===== src/rtl/div_iter_param_pkg.sv =====
`default_nettype none
// ============================================================================
// Module  : div_iter_param_pkg
// Brief   : Shared state codes, handshake constants and default width for the
//           iterative divider.
// Revision: 1.0 - initial release
// ============================================================================
package div_iter_param_pkg;

    localparam int c_DEFAULT_WIDTH = 32;

    localparam logic [1:0] c_DIV_FREE    = 2'b00;
    localparam logic [1:0] c_DIV_BY_ZERO = 2'b01;
    localparam logic [1:0] c_DIV_ON      = 2'b10;
    localparam logic [1:0] c_DIV_END     = 2'b11;

    localparam logic c_DIV_RESULT_READY     = 1'b1;
    localparam logic c_DIV_RESULT_NOT_READY = 1'b0;
    localparam logic c_DIV_START            = 1'b1;
    localparam logic c_DIV_STOP             = 1'b0;

    typedef enum logic [1:0] {
        ST_FREE    = c_DIV_FREE,
        ST_BY_ZERO = c_DIV_BY_ZERO,
        ST_ON      = c_DIV_ON,
        ST_END     = c_DIV_END
    } div_state_e;

endpackage : div_iter_param_pkg
`default_nettype wire


===== src/rtl/div_iter_param_step.sv =====
`default_nettype none
// ============================================================================
// Module  : div_step
// Brief   : One restoring-division step: shift in the next dividend bit and
//           trial-subtract the divisor on WIDTH+1 bits.
// Revision: 1.0 - initial release
// ============================================================================
module div_step #(
    parameter int WIDTH = 32
) (
    input  logic [WIDTH-1:0] i_partial,
    input  logic             i_dividend_msb,
    input  logic [WIDTH-1:0] i_divisor,
    output logic [WIDTH-1:0] o_partial,
    output logic             o_q_bit
);

    logic [WIDTH:0] w_shifted;
    logic [WIDTH:0] w_diff;

    // partial < divisor holds on entry, so WIDTH+1 bits cannot overflow and
    // the difference MSB is a reliable borrow flag.
    assign w_shifted = {i_partial, i_dividend_msb};
    assign w_diff    = w_shifted - {1'b0, i_divisor};
    assign o_q_bit   = ~w_diff[WIDTH];
    assign o_partial = w_diff[WIDTH] ? w_shifted[WIDTH-1:0] : w_diff[WIDTH-1:0];

endmodule : div_step
`default_nettype wire


===== src/rtl/div_iter_param.sv =====
`default_nettype none
// ============================================================================
// Module  : div_iter_param
// Brief   : Parametrised iterative restoring divider with divide-by-zero flag,
//           busy indication, annul support and signed fixup.
// Revision: 1.0 - initial release
// ============================================================================
module div_iter_param
    import div_iter_param_pkg::*;
#(
    parameter int WIDTH     = c_DEFAULT_WIDTH,
    parameter int SIGNED_EN = 1
) (
    input  logic               clk,
    input  logic               rst,
    input  logic               signed_div_i,
    input  logic [WIDTH-1:0]   opdata_1_i,
    input  logic [WIDTH-1:0]   opdata_2_i,
    input  logic               start_i,
    input  logic               annul_i,
    output logic [2*WIDTH-1:0] result_o,
    output logic               ready_o,
    output logic               div_by_zero_o,
    output logic               busy_o
);

    localparam int CNT_W = $clog2(WIDTH + 1);

    div_state_e         r_state_q, w_state_d;
    logic [CNT_W-1:0]   r_cnt_q, w_cnt_d;
    logic [WIDTH-1:0]   r_dividend_q, w_dividend_d;
    logic [WIDTH-1:0]   r_partial_q, w_partial_d;
    logic [WIDTH-1:0]   r_divisor_q, w_divisor_d;
    logic               r_neg_quot_q, w_neg_quot_d;
    logic               r_neg_rem_q, w_neg_rem_d;
    logic [2*WIDTH-1:0] r_result_q, w_result_d;
    logic               r_ready_q, w_ready_d;
    logic               r_dbz_q, w_dbz_d;
    logic               r_busy_q, w_busy_d;

    logic               w_signed_mode;
    logic               w_op1_neg;
    logic               w_op2_neg;
    logic [WIDTH-1:0]   w_op1_mag;
    logic [WIDTH-1:0]   w_op2_mag;
    logic [WIDTH-1:0]   w_step_partial;
    logic               w_step_q_bit;
    logic [WIDTH-1:0]   w_quot_raw;
    logic [WIDTH-1:0]   w_quot_fix;
    logic [WIDTH-1:0]   w_rem_fix;

    assign w_signed_mode = (SIGNED_EN != 0) && signed_div_i;
    assign w_op1_neg     = w_signed_mode & opdata_1_i[WIDTH-1];
    assign w_op2_neg     = w_signed_mode & opdata_2_i[WIDTH-1];
    assign w_op1_mag     = w_op1_neg ? ({WIDTH{1'b0}} - opdata_1_i) : opdata_1_i;
    assign w_op2_mag     = w_op2_neg ? ({WIDTH{1'b0}} - opdata_2_i) : opdata_2_i;

    div_step #(
        .WIDTH (WIDTH)
    ) u_step (
        .i_partial      (r_partial_q),
        .i_dividend_msb (r_dividend_q[WIDTH-1]),
        .i_divisor      (r_divisor_q),
        .o_partial      (w_step_partial),
        .o_q_bit        (w_step_q_bit)
    );

    // Dividend bits shift out the top while quotient bits fill from the bottom.
    assign w_quot_raw = {r_dividend_q[WIDTH-2:0], w_step_q_bit};
    assign w_quot_fix = r_neg_quot_q ? ({WIDTH{1'b0}} - w_quot_raw) : w_quot_raw;
    assign w_rem_fix  = r_neg_rem_q ? ({WIDTH{1'b0}} - w_step_partial) : w_step_partial;

    always_comb begin
        w_state_d    = r_state_q;
        w_cnt_d      = r_cnt_q;
        w_dividend_d = r_dividend_q;
        w_partial_d  = r_partial_q;
        w_divisor_d  = r_divisor_q;
        w_neg_quot_d = r_neg_quot_q;
        w_neg_rem_d  = r_neg_rem_q;
        w_result_d   = r_result_q;
        w_ready_d    = r_ready_q;
        w_dbz_d      = r_dbz_q;
        w_busy_d     = r_busy_q;

        case (r_state_q)
            ST_FREE: begin
                if ((start_i == c_DIV_START) && !annul_i) begin
                    w_divisor_d  = w_op2_mag;
                    w_dividend_d = w_op1_mag;
                    w_partial_d  = '0;
                    w_cnt_d      = '0;
                    w_neg_quot_d = w_op1_neg ^ w_op2_neg;
                    w_neg_rem_d  = w_op1_neg;
                    w_busy_d     = 1'b1;
                    w_state_d    = (opdata_2_i == '0) ? ST_BY_ZERO : ST_ON;
                end
            end
            ST_BY_ZERO: begin
                w_busy_d   = 1'b0;
                w_result_d = '0;
                if (annul_i) begin
                    w_state_d = ST_FREE;
                end else begin
                    w_dbz_d   = 1'b1;
                    w_state_d = ST_END;
                end
            end
            ST_ON: begin
                if (annul_i) begin
                    w_busy_d   = 1'b0;
                    w_result_d = '0;
                    w_state_d  = ST_FREE;
                end else begin
                    w_dividend_d = w_quot_raw;
                    w_partial_d  = w_step_partial;
                    w_cnt_d      = r_cnt_q + 1'b1;
                    if (r_cnt_q == CNT_W'(WIDTH - 1)) begin
                        w_result_d = {w_rem_fix, w_quot_fix};
                        w_busy_d   = 1'b0;
                        w_state_d  = ST_END;
                    end
                end
            end
            ST_END: begin
                // Ready is always shown for at least one cycle before release.
                if (r_ready_q != c_DIV_RESULT_READY) begin
                    w_ready_d = c_DIV_RESULT_READY;
                end else if (start_i == c_DIV_STOP) begin
                    w_ready_d  = c_DIV_RESULT_NOT_READY;
                    w_result_d = '0;
                    w_dbz_d    = 1'b0;
                    w_state_d  = ST_FREE;
                end
            end
            default: begin
                w_state_d = ST_FREE;
            end
        endcase
    end

    always_ff @(posedge clk) begin
        if (rst) begin
            r_state_q    <= ST_FREE;
            r_cnt_q      <= '0;
            r_dividend_q <= '0;
            r_partial_q  <= '0;
            r_divisor_q  <= '0;
            r_neg_quot_q <= 1'b0;
            r_neg_rem_q  <= 1'b0;
            r_result_q   <= '0;
            r_ready_q    <= c_DIV_RESULT_NOT_READY;
            r_dbz_q      <= 1'b0;
            r_busy_q     <= 1'b0;
        end else begin
            r_state_q    <= w_state_d;
            r_cnt_q      <= w_cnt_d;
            r_dividend_q <= w_dividend_d;
            r_partial_q  <= w_partial_d;
            r_divisor_q  <= w_divisor_d;
            r_neg_quot_q <= w_neg_quot_d;
            r_neg_rem_q  <= w_neg_rem_d;
            r_result_q   <= w_result_d;
            r_ready_q    <= w_ready_d;
            r_dbz_q      <= w_dbz_d;
            r_busy_q     <= w_busy_d;
        end
    end

    assign result_o      = r_result_q;
    assign ready_o       = r_ready_q;
    assign div_by_zero_o = r_dbz_q;
    assign busy_o        = r_busy_q;

endmodule : div_iter_param
`default_nettype wire


===== config.mk =====
export PLATFORM = sky130hd
export DESIGN_NAME = div_iter_param
export DESIGN_NICKNAME = d
export VERILOG_FILES = /design/src/rtl/div_iter_param_pkg.sv /design/src/rtl/div_iter_param_step.sv /design/src/rtl/div_iter_param.sv
export SDC_FILE = /design/constraint.sdc
export NUM_CORES = 1
export LEC_CHECK = 0
export ABC_AREA = 1
export CORE_AREA = 5 5 163 228
export DETAILED_ROUTE_END_ITERATION = 16
export DIE_AREA = 0 0 168 233
export PLACE_DENSITY = 0.65
export RECOVER_POWER = 100
export SLEW_MARGIN = 15
export SYNTH_ARGS = -nofsm -noshare
export SYNTH_HDL_FRONTEND = slang
export SYNTH_SLANG_ARGS = --single-unit

===== constraint.sdc =====
create_clock -name clk -period 3.8 [get_ports clk]
set_input_delay 0.95 -clock clk [delete_from_list [all_inputs] [get_ports clk]]
set_output_delay 0.95 -clock clk [all_outputs]
set_load 0.005 [all_outputs]

### Word-level counts from Yosys, hierarchy flattened

Index checks and enable logic that the tools add are counted.

* register bits after elaboration: 173
* input bits: 69
* output and inout port bits: 67

* $add $sub $neg: 6
* equality and inequality tests: 10
* multiplexer cells: 37
* bitwise logic cells: 4
* reductions and logical operators: 14

Operators by type and width (number)
* two-way mux 32 bit: 9
* two-way mux 64 bit: 4
* one-hot mux 64 bit (3 select lines): 1
* one-hot mux 32 bit (2 select lines): 2
* subtractor 1 x 32 -> 32 bit, first input constant: 4
* subtractor 33 x 32 -> 33 bit: 1
* zero test 32 bit: 1
* two-way mux 2 bit: 7
* two-way mux 6 bit: 2
* one-hot mux 6 bit (2 select lines): 1
* AND reduction 4 bit: 3
* inequality test 2 bit, second input constant: 5
* two-way mux 1 bit: 8
* one-hot mux 2 bit (4 select lines): 1
* adder 6 x 1 -> 6 bit, second input constant: 1
* equality test 6 x 5 -> 1 bit, second input constant: 1
* AND reduction 3 bit: 2
* nonzero test 3 bit: 2
* equality test 2 bit, second input constant: 2
* nonzero test 2 bit: 2
* inequality test 3 bit, second input constant: 1
* one-hot mux 1 bit (3 select lines): 1
* bitwise AND 1 bit: 2
* equality test 2 x 1 -> 1 bit, second input constant: 1
* other kinds (7): 7

### Logic depth before layout (Yosys ltp)

* depth in word-level cells: 7
* mapped depth: 30
* gate-level depth less buffers: 29

### By module

Synthesis repeated with hierarchy kept, for this count alone.

* cells, all modules: 2304
* area total of the unflattened synthesis: 13593.0 um2

By module, submodules not included
* div_iter_param: instances 1, cells an instance 1624, area an instance 10442.5 um2
* div_step: instances 1, cells an instance 680, area an instance 3150.5 um2

### Least setup slack after synthesis

OpenSTA, ideal clock, no wires.

* kind: flip-flop to flip-flop
* from: reg r_dividend_q[31]
* to: reg r_result_q[28] (netlist: result_o[28])
* library setup time: 0.070 ns
* data arrival time: 3.765 ns
* slack: -0.035 ns
* cell stages (with the launch flop): 31
* path buffers: 1
* cell sequence: dfxtp_1 -> inv_1 -> ha_1 -> fa_1 -> inv_1 -> nand2_1 -> nand2_1 -> nand3_1 -> nand2_1 -> nand2_1 -> nand2_2 -> nand2_4 -> nand2_4 -> nand2_4 -> nand2_4 -> buf_4 -> ha_1 -> nand3_1 -> nor3_1 -> nand3_1 -> nor3_1 -> nand2_1 -> nor3_1 -> nand2_1 -> nand2_1 -> o21ai_0 -> inv_1 -> o21ai_0 -> a21oi_1 -> o21ai_0 -> a21oi_1

* longest elaborated chain between the ends: 7

RTL lines
* start: declaration: line div_iter_param.sv:31 `logic [WIDTH-1:0] r_dividend_q, w_dividend_d;`
* start signal: assignment: line div_iter_param.sv:158 `r_dividend_q <= w_dividend_d;`
* subtractor 33 x 32 -> 33 bit: line div_iter_param_step.sv:24 `assign w_diff = w_shifted - {1'b0, i_divisor};`
* NOT 1 bit: line div_iter_param_step.sv:25 `assign o_q_bit = ~w_diff[WIDTH];`
* subtractor 1 x 32 -> 32 bit: line div_iter_param.sv:70 `assign w_quot_fix = r_neg_quot_q ? ({WIDTH{1'b0}} - w_quot_raw) : w_quot_raw;`
* two-way mux 32 bit: line div_iter_param.sv:70
* two-way mux 64 bit: line div_iter_param.sv:118 `if (r_cnt_q == CNT_W'(WIDTH - 1)) begin`
* two-way mux 64 bit: line div_iter_param.sv:110 `if (annul_i) begin`
* one-hot mux 64 bit (3 select lines): line div_iter_param.sv:86 `case (r_state_q)`
* end signal: assignment: line div_iter_param.sv:163 `r_result_q <= w_result_d;`
* end: declaration: line div_iter_param.sv:36 `logic [2*WIDTH-1:0] r_result_q, w_result_d;`

Every way passes these cells. The select of a mux whose other input is x is not followed.
A chain may end at the register's enable or synchronous reset.

### Final worst setup path

* from: reg r_partial_q[14]
* to: reg r_result_q[26] (netlist: result_o[26])

* longest elaborated chain between the ends: 7

RTL lines
* start: declaration: line div_iter_param.sv:32 `logic [WIDTH-1:0] r_partial_q, w_partial_d;`
* start signal: assignment: line div_iter_param.sv:159 `r_partial_q <= w_partial_d;`
* subtractor 33 x 32 -> 33 bit: line div_iter_param_step.sv:24
* NOT 1 bit: line div_iter_param_step.sv:25
* subtractor 1 x 32 -> 32 bit: line div_iter_param.sv:70
* two-way mux 32 bit: line div_iter_param.sv:70
* two-way mux 64 bit: line div_iter_param.sv:118
* two-way mux 64 bit: line div_iter_param.sv:110
* one-hot mux 64 bit (3 select lines): line div_iter_param.sv:86

Every way passes these cells. The select of a mux whose other input is x is not followed.

==> summary.md <==
| Metric | Value |
|---|---|
| Result of the run | complete, but fails checks |
| Failing checks | max-capacitance violations, max-slew violations |
| Final Slew Violations | 49 |
| Iteration-0 DRC Markers | just over 800 |
| Setup WS post-layout | between 7 and 8 ps |
| Maximum vdd drop | around 0.36 mV |
| Routability congestion estimate | between 0.9 and 1 |
| # clock sinks | 173 |
| Most common cell after layout, fill and taps aside | nand2_1 |
| Master cell of the clock root buffer | clkbuf_16 |
| Routed length per instance | around 16 um |
| Ys Warns | 0 |
| Endpoint required time on the critical path | between 4000 and 5000 ps |
| Leakage component of the power | between 7 and 8 nW |
| Worst Setup Start Kind | flop |
| Width of the die | between 150 and 200 um |
| Layout cells sized above 1 | 0.113 |
| Flip-flop cell with the highest count after synthesis | dfxtp_1 |
| Register clock-pin slew on the reported worst setup and hold paths | roughly 70 ps |
| Final-stage net count | around 2.4k |
| Remaining max-slew budget at the tightest pin | -0.208 |
| Minimum period implied by the final worst setup slack | between 3000 and 4000 ps |
| First-pass GRT wire length | 70300 um |
| Post-detailed-placement half-perimeter wirelength | 35300 um |
| Clock Latency Late Sink | 460 ps |
| Area of the mapped netlist | ~13000 um^2 |
| GR Util All Layers | 0.224 |
| Count of vias placed by the detailed router | about 14k |
| Critical setup path kind | reg -> reg |
| Measured slew at the worst slew-check pin | roughly 1800 ps |
| Hold Violations, Final | 0 |
| Biggest cell delay along the critical path | between 300 and 400 ps |
| Count of final setup violators | 0 |
| RSZ-0062 raised after global routing | yes |
| Most used cell along the critical path | nand2_4 |
| Floorplan row count | roughly 80 |
| Area of the placeable core | 34800 um^2 |
| Mean cell area of the mapped netlist | ~6 um^2 |
| Share of total power in the clock network | 0.195 |
| Via count of the first global-routing pass | about 14k |
| CTS tree | yes |
| Switching pwr | around 4.4 mW |
| Routed wire length | 44700 um |
| Synth Register Bits | 173 |
| Largest net degree at the start of global routing | 142 |
| Setup slack after placement | -68.9 ps |
| Number of flops mapped to enable cells by yosys | 0 |
| # diodes | 0 |
| Maximum fanout encountered on the critical timing path | 3 |
| Area growth from synthesis to final layout | 26.5% |
| Antenna violations before repair | 0 |
| Post-route total power | roughly 9.2 mW |
| Arrival time worst endpoint | 4170 ps |
| Number of port buffers | 135 |
| Final design utilization | 0.464 |
| Overall overflow remaining after global route | 0 |
| Total Die Area | between 30000 and 40000 um^2 |
| Number of nets in the synthesized netlist | ~2.2k |
| Sw Share | 0.476 |
| Sequential share of power | 0.230 |
| PwrDens | around 570 nW/um^2 |
| Standard cell with the maximum stage delay on the critical path | dfxtp_1 |
| Final antenna-violating net count | 0 |
| H-tree depth reported by CTS | 4 |
| Internal Dissipation | between 4 and 5 mW |
| Gate power share | 0.575 |
| Most frequent cells in the layout | nand2_1, inv_1, a21oi_1 |
| Number of design rule violations left after detail routing | 0 |
| Final TNS setup | 0 ps |
| Initial core utilization | 0.366 |
| Die Span Y | 233 um |
| Clk_skew | 15.2 ps |
| Number of detailed-routing iterations run before antenna repair | 5 |
| CTS max path bufs | 2 |
| TritonCTS buffer count | 17 |
| Average via count per standard cell | approximately 5.1 |
| Final period utilization | 0.998 |
| Max frequency | roughly 260 MHz |
| Cells after Synth | 2106 |
| Sequential fraction of the synthesis area | 0.272 |
| Count of distinct cell types in the synthesized netlist | 52 |
| Endpoint class of the critical path | flop |
| Post-synthesis async set-or-reset flop share | 0 |
| Max-cap viol count | 1 |
| Top-level I/O count | 136 |
| Class of the most critical hold timing path | reg -> reg |
state kept, by name, summed over array words and instances, names as in the netlist:
signal         cells
r_cnt_q            6
r_state_q          2
r_neg_rem_q        1
busy_o             1
result_o          64
r_divisor_q       32
div_by_zero_o      1
r_dividend_q      32
r_neg_quot_q       1
r_partial_q       32
ready_o            1
repair_timing:
action,4_1_cts,5_1_grt
pin swaps,0,20
gates resized for setup,2,47
buffers inserted,0,4
hold buffers,0,0
setup endpoints to repair,4,28
critical path, delay by kind of cell, from the launching register on:
family                     cells  cell delay, ps
AOI/OAI and AO/OA              3             320
and+or+nand+nor               19            2350
DFF                            1             360
buffers and inverters          2             220
adders and majority gates      2             480
power groups by stage:
| stage | logic, mW | registers [mW] | clock network (mW) |
|---|---|---|---|
| CTS | 5.18 | 2.12 | 1.84 |
| detailed placement | 5.16 | 2.16 | 0 |
| global placement | 5.10 | 2.15 | 0 |
| finish | 5.31 | 2.13 | 1.80 |
| global route | 5.92 | 2.15 | 1.91 |
| floorplan | 3.46 | 2.12 | 0 |
cells in the mapped netlist (3+ instances only):
library cell / n / area (um^2)
nand2_1: 639 / 2400
inv_1: 286 / 1070
a21oi_1: 190 / 951
dfxtp_1: 173 / 3460
nor2_1: 166 / 623
nand3_1: 147 / 736
o21ai_0: 79 / 395
clkbuf_1: 57 / 214
ha_1: 42 / 526
xor2_1: 38 / 333
nor3_1: 37 / 185
a31oi_1: 34 / 213
nand2_2: 25 / 156
nand4_1: 20 / 125
xnor2_1: 20 / 175
nand3b_1: 17 / 128
o211ai_1: 15 / 113
nor4_1: 11 / 68.8
o22ai_1: 9 / 56.3
nor2_2: 7 / 43.8
o21ai_1: 7 / 35.0
o21bai_1: 7 / 52.6
or2_2: 7 / 43.8
buf_2: 6 / 30.0
inv_2: 6 / 22.5
buf_6: 5 / 56.3
nand2_4: 5 / 56.3
nand3_2: 5 / 50.1
a221oi_1: 4 / 35.0
buf_1: 4 / 15.0
o21ai_2: 4 / 35.0
o221ai_1: 4 / 35.0
a211oi_1: 3 / 22.5
a21o_1: 3 / 22.5
logic make-up (layout without fill, tap and decap cells):
logic type               after synthesis  after routing  synth area share
buffers and inverters                368            591             0.113
XOR/XNOR                              58             58            0.0399
flip-flops                           173            173             0.272
AND/OR/NAND/NOR                     1097           1097             0.372
adder cells (fa/ha/maj)               43             43            0.0428
AO/OA/AOI/OAI                        367            367             0.161
layout make-up:
cell class                 count  area, um^2
multi-input combinational   1565        8030
clock inverter                14         156
clock buffer                  18         429
tap                          456         571
timing repair buffer         265        2350
fill                        3614       18600
sequential                   173        3470
inverter                     294        1100
stage by stage:
| stage | hold WS, ps | cells | area [um^2] |
|---|---|---|---|
| after floorplan | 445 | 2106 | 12700 |
| after global placement | 450 | 2749 | 15300 |
| after detailed placement | 455 | 2749 | 15300 |
| after CTS | 465 | 2781 | 15900 |
| after global routing | 482 | 2785 | 16100 |
| final | 459 | 2785 | 16100 |
worst paths after layout:
check        slack [ps]  depth (start not counted)      endpoint            start
max                   7                         26  result_o[26]  r_partial_q[14]
min                 460                          2  result_o[29]     result_o[29]
max reg2reg           7                         26  result_o[26]  r_partial_q[14]
min reg2reg         460                          2  result_o[29]     result_o[29]
layer usage:
layer	track usage	wire [um]	part of all wire
met1	0.217	15800	0.35
met2	0.442	24600	0.55
met3	0.0263	1310	0.029
met4	0.143	2940	0.066
met5	0	0	0
No activity file was read; power rests on OpenSTA's default activity.
